File: config.mk
export PLATFORM = sky130hd
export DESIGN_NAME = pla_vector_driver_flat
export DESIGN_NICKNAME = d
export VERILOG_FILES = /design/src/rtl/pla_vector_driver_if.sv /design/src/rtl/pla_vector_driver.sv /design/src/flat_wrapper.sv
export SDC_FILE = /design/constraint.sdc
export NUM_CORES = 1
export LEC_CHECK = 0
export CORE_MARGIN = 4
export CORE_UTILIZATION = 55
export DETAILED_ROUTE_END_ITERATION = 7
export GPL_TIMING_DRIVEN = 0
export PLACE_DENSITY = 0.92
export SYNTH_ARGS = -nofsm -noshare
export SYNTH_HDL_FRONTEND = slang
export SYNTH_SLANG_ARGS = --single-unit
File: constraint.sdc
create_clock -name clk -period 4.67 [get_ports clk]
set_input_delay 0.7005 -clock clk [delete_from_list [all_inputs] [get_ports clk]]
set_output_delay 0.7005 -clock clk [all_outputs]
set_load 0.1 [all_outputs]
File: src/rtl/pla_vector_driver_if.sv
// rtl/pla_vector_driver_if.sv - control, PLA drive and result bundle for pla_vector_driver
interface pla_vector_driver_if #(
    parameter int NIN   = 22,
    parameter int SIG_W = 16
);
    logic             start;
    logic [NIN-1:0]   range_lo;
    logic [NIN-1:0]   range_hi;
    logic             hold;
    logic [NIN-1:0]   x;
    logic             y0;
    logic             busy;
    logic             done;
    logic             err_range;
    logic [NIN:0]     onset_cnt;
    logic [SIG_W-1:0] signature;

    modport master (
        output start, range_lo, range_hi, hold, y0,
        input  x, busy, done, err_range, onset_cnt, signature
    );

    modport slave (
        input  start, range_lo, range_hi, hold, y0,
        output x, busy, done, err_range, onset_cnt, signature
    );
endinterface

File: src/rtl/pla_vector_driver.sv
// rtl/pla_vector_driver.sv - sweeps a minterm range into a PLA, counts onset and builds a MISR signature
module pla_vector_driver #(
    parameter int               NIN      = 22,
    parameter int               SIG_W    = 16,
    parameter logic [SIG_W-1:0] SIG_POLY = 16'h1021,
    parameter logic [SIG_W-1:0] SIG_SEED = 16'hFFFF
) (
    input  logic              clk,
    input  logic              rst_n,
    pla_vector_driver_if.slave bus
);
    typedef enum logic [1:0] {IDLE, RUN, DONE} state_t;

    state_t           state_q, state_n;
    logic [NIN-1:0]   x_q, x_n;
    logic [NIN-1:0]   hi_q, hi_n;
    logic [NIN:0]     cnt_q, cnt_n;
    logic [SIG_W-1:0] sig_q, sig_n;
    logic             err_q, err_n;
    logic             fb;

    always_ff @(posedge clk or negedge rst_n) begin
        if (!rst_n) begin
            state_q <= IDLE;
            x_q     <= '0;
            hi_q    <= '0;
            cnt_q   <= '0;
            sig_q   <= SIG_SEED;
            err_q   <= 1'b0;
        end else begin
            state_q <= state_n;
            x_q     <= x_n;
            hi_q    <= hi_n;
            cnt_q   <= cnt_n;
            sig_q   <= sig_n;
            err_q   <= err_n;
        end
    end

    always_comb begin
        state_n = state_q;
        x_n     = x_q;
        hi_n    = hi_q;
        cnt_n   = cnt_q;
        sig_n   = sig_q;
        err_n   = 1'b0;
        fb      = sig_q[SIG_W-1] ^ bus.y0;
        case (state_q)
            IDLE, DONE: begin
                if (bus.start) begin
                    // A rejected start leaves the previous results readable but drops done.
                    if (bus.range_lo > bus.range_hi) begin
                        err_n   = 1'b1;
                        state_n = IDLE;
                    end else begin
                        hi_n    = bus.range_hi;
                        x_n     = bus.range_lo;
                        cnt_n   = '0;
                        sig_n   = SIG_SEED;
                        state_n = RUN;
                    end
                end
            end
            RUN: begin
                if (!bus.hold) begin
                    cnt_n = cnt_q + {{NIN{1'b0}}, bus.y0};
                    sig_n = {sig_q[SIG_W-2:0], 1'b0} ^ (fb ? SIG_POLY : '0);
                    // Stop on hi rather than incrementing so a full-range sweep never wraps.
                    if (x_q == hi_q) begin
                        state_n = DONE;
                    end else begin
                        x_n = x_q + {{(NIN-1){1'b0}}, 1'b1};
                    end
                end
            end
            default: state_n = IDLE;
        endcase
    end

    assign bus.x         = x_q;
    assign bus.busy      = (state_q == RUN);
    assign bus.done      = (state_q == DONE);
    assign bus.err_range = err_q;
    assign bus.onset_cnt = cnt_q;
    assign bus.signature = sig_q;
endmodule

File: src/flat_wrapper.sv
// flat-port wrapper written by rule: the top's interface ports become plain ports
module pla_vector_driver_flat 
#(
    parameter int               NIN      = 22,
    parameter int               SIG_W    = 16,
    parameter logic [SIG_W-1:0] SIG_POLY = 16'h1021,
    parameter logic [SIG_W-1:0] SIG_SEED = 16'hFFFF
)
  (clk, rst_n, bus_start, bus_range_lo, bus_range_hi, bus_hold, bus_y0, bus_x, bus_busy, bus_done, bus_err_range, bus_onset_cnt, bus_signature);
  pla_vector_driver_if #(.NIN(NIN), .SIG_W(SIG_W)) bus_i ();
  input  logic clk;
  input  logic rst_n;
  input wire logic [$bits(bus_i.start)-1:0] bus_start;
  input wire logic [$bits(bus_i.range_lo)-1:0] bus_range_lo;
  input wire logic [$bits(bus_i.range_hi)-1:0] bus_range_hi;
  input wire logic [$bits(bus_i.hold)-1:0] bus_hold;
  input wire logic [$bits(bus_i.y0)-1:0] bus_y0;
  output wire logic [$bits(bus_i.x)-1:0] bus_x;
  output wire logic [$bits(bus_i.busy)-1:0] bus_busy;
  output wire logic [$bits(bus_i.done)-1:0] bus_done;
  output wire logic [$bits(bus_i.err_range)-1:0] bus_err_range;
  output wire logic [$bits(bus_i.onset_cnt)-1:0] bus_onset_cnt;
  output wire logic [$bits(bus_i.signature)-1:0] bus_signature;
  assign bus_i.start = bus_start;
  assign bus_i.range_lo = bus_range_lo;
  assign bus_i.range_hi = bus_range_hi;
  assign bus_i.hold = bus_hold;
  assign bus_i.y0 = bus_y0;
  assign bus_x = bus_i.x;
  assign bus_busy = bus_i.busy;
  assign bus_done = bus_i.done;
  assign bus_err_range = bus_i.err_range;
  assign bus_onset_cnt = bus_i.onset_cnt;
  assign bus_signature = bus_i.signature;
  pla_vector_driver #(.NIN(NIN), .SIG_W(SIG_W), .SIG_POLY(SIG_POLY), .SIG_SEED(SIG_SEED)) u_core (.clk(clk), .rst_n(rst_n), .bus(bus_i));
endmodule
==> qor.csv <==
metric,value,unit
place_ws,0.4522,ns
worst_setup_path_end_kind,output pin,
switching_power,0.002566,W
crit_fanout,10,
clock-sinks,86,
combPwrFrac,0.582,
grt_first_pass_wirelength,25330,um
antenna_found_initial,0,
diodes,0,
postPlaceCellArea,6407,sq um
first_pass_iters,7,
grt_overflow,0,
ys_seq_area_frac,0.4229,
synth_common_cells,"dfrtp_1, nor2_1, a21oi_1, nand2_1, xnor2_1",
cp-start-kind,flip-flop,
yosysWarnings,0,
routabilityCongestion,0.9105,
period_share,0.8910,
setup_ws,0.5090,ns
drt-wirelength-per-cell,19.52,um
required,3.97,ns
multi_input_comb_area,2738,sq um
synth-edff-count,0,
rsz0062_at_grt,no,
seq_power_share,0.293,
cts_setup_buffers,0,
ir_drop,0.7396,mV
arrival,3.46,ns
crit_family,buffers and inverters,
die_area,10950,sq um
yosysMostFrequentCell,dfrtp_1,
grt_usage,0.2861,
core-area,8891,sq um
clock_latency,0.38,ns
synthArstFlopShare,1.000,
hold_viol_final,0,
slew_headroom,0.3290,
clkPwrFrac,0.125,
crit_type,flip-flop to output pin,
powerDensity,707.8,nW/um^2
synth_nets,621,
p_int,0.002129,W
synth_top_area_frac,0.3410,
setup_viol,0,
ys_types,54,
fillCellCount,618,
tns,0,ns
cts_tree,built,
drv_slew,0,
finalInstanceArea,6634,sq um
status,finished clean,
grt_max_degree,64,
drc,0,
dp_hpwl,11390,um
root_buffer,clkbuf_8,
die_w,104.6,um
vias,5012,
fin_nets,744,
drt-total-wl,15280,um
first_global_vias,5016,
drv_cap,0,
yosysTopAreaCell,dfrtp_1,
hold_buffers,0,
holdWs,0.2225,ns
cp_cell_sequence,nand2b_1 > clkbuf_1 > inv_1 > clkbuf_1 > clkbuf_1 > clkdlybuf4s50_1,
regArea,2172,sq um
path_common_cell,clkbuf_1,
syn_to_final_growth,29.16,%
drive_above_1_share,0.1185,
num_rows,34,
ys_seq_elements,86,
synth_flop_cell,dfrtp_1,
dr.first_iter.drc_count,638,
min_period,4.161,ns
fmax,0.2403,GHz
via_per_inst,6.401,
worstMarginPinSlew,1.003,ns
fin_worst_skew,0.01274,ns
cts_buffers,9,
worstHoldPathType,primary input to async pin,
cts_htree_levels,3,
crit_slowest_cell,clkdlybuf4s50_1,
cts_resized,0,
start_util,0.5777,
synth.avg_cell_area,9.390,sq um
slowest_delay,1.25,ns
p_leak,2.801,nW
syn_inst,547,
synth_area,5136,sq um
io_pins,113,
fp.dieH,104.6,um
ys_top_cells_by_area,"dfrtp_1, dfstp_2, ha_1",
io_buffers,111,
swShare,0.5465,
critPathBufInv,5,
ant_nets,0,
clk_pin_slew,0.10,ns
clockBufferDepth,2,
final_util,0.7461,
==> logic make-up (layout without fill, tap and decap cells) <==
family          count (synthesis)  after routing  synth area share
simple gates                  192            192            0.1820
mux                            26             26           0.05627
fa+ha+maj                      25             25           0.06090
buf+inv                        55            183           0.04409
xor+xnor                       42             42           0.07162
flops                          86             86            0.4229
compound gates                121            121            0.1622
==> cell type report <==
cell class / count / area share
Multi-Input combinational cell: 406 / 0.4127
Sequential cell: 86 / 0.3274
Timing Repair Buffer: 112 / 0.1713
Clock buffer: 10 / 0.02244
Tap cell: 108 / 0.02037
Buffer: 30 / 0.01999
Inverter: 25 / 0.01415
Clock inverter: 6 / 0.01169
==> layout by cell type (no fill, tap or decap), types with 6 or more instances in the layout <==
cell type and instances:
o22ai_1 9, clkbuf_1 17, o21ai_0 14, clkbuf_8 9, and2_1 6, nand4_1 16
and3_1 16, nor2_1 64, xor2_1 7, buf_2 10, ha_1 25, nor3_1 10
nand2_1 37, a21oi_1 42, nand3_1 26, clkdlybuf4s50_1 110, dfstp_2 16, inv_1 25
xnor2_1 35, mux2_2 23, dfrtp_1 70, a211oi_1 9
==> registers in the layout, summed over array words and instances (netlist names) <==
| name | count |
|---|---|
| u_core.bus.err_range | 1 |
| u_core.bus.onset_cnt | 23 |
| u_core.bus.signature | 16 |
| u_core.state_q | 2 |
| u_core.hi_q | 22 |
| u_core.bus.x | 22 |
==> final timing paths <==
path / startpoint / to / slack, ns / cells past startpoint
worst max-delay path: u_core.state_q[1] / bus_busy / 0.51 / 6
worst min-delay path: rst_n / u_core.hi_q[11] / 0.22 / 1
worst max register to register: u_core.bus.x[8] / u_core.bus.x[3] / 1.84 / 8
worst min register to register: u_core.bus.signature[1] / u_core.bus.signature[1] / 0.52 / 2
max in group asynchronous: rst_n / u_core.bus.signature[12] / 3.78 / 2
min in group clk: u_core.bus.signature[1] / u_core.bus.signature[1] / 0.52 / 2
==> per-layer routing <==
| layer | up-vias | GRT usage | wire length, um |
|---|---|---|---|
| met2 | 331 | 0.4686 | 7308 |
| met1 | 2421 | 0.3767 | 6030 |
| met3 | 52 | 0.05487 | 1449 |
| met5 | - | 0 | 0 |
| li1 | 2208 | - | - |
| met4 | 0 | 0.1143 | 492 |
==> worst register-to-register path, delay by kind of cell, from the launching register on <==
kind	cells	cell delay, ns
AOI/OAI and AO/OA	2	0.45
buffers and inverters	1	0.37
xor gates and xnor gates	1	0.30
DFF	1	0.47
and+or+nand+nor	4	1.13
==> per-stage QoR <==
stage          total power [W]  instances
6_report              0.004695        783
5_1_grt               0.004884        783
4_1_cts               0.004665        783
3_5_place_dp          0.004077        767
3_3_place_gp          0.004009        766
2_1_floorplan         0.003349        547
==> power groups by stage <==
stage	sequential [W]	combinational (W)	clock [W]
finish	0.00138	0.00273	0.000588
global route	0.00141	0.00285	0.000623
CTS	0.00137	0.00272	0.000583
detailed placement	0.00138	0.00270	0
global placement	0.00136	0.00265	0
floorplan	0.00253	0.000823	0
Note: power is estimated with default switching activity, not from simulation.
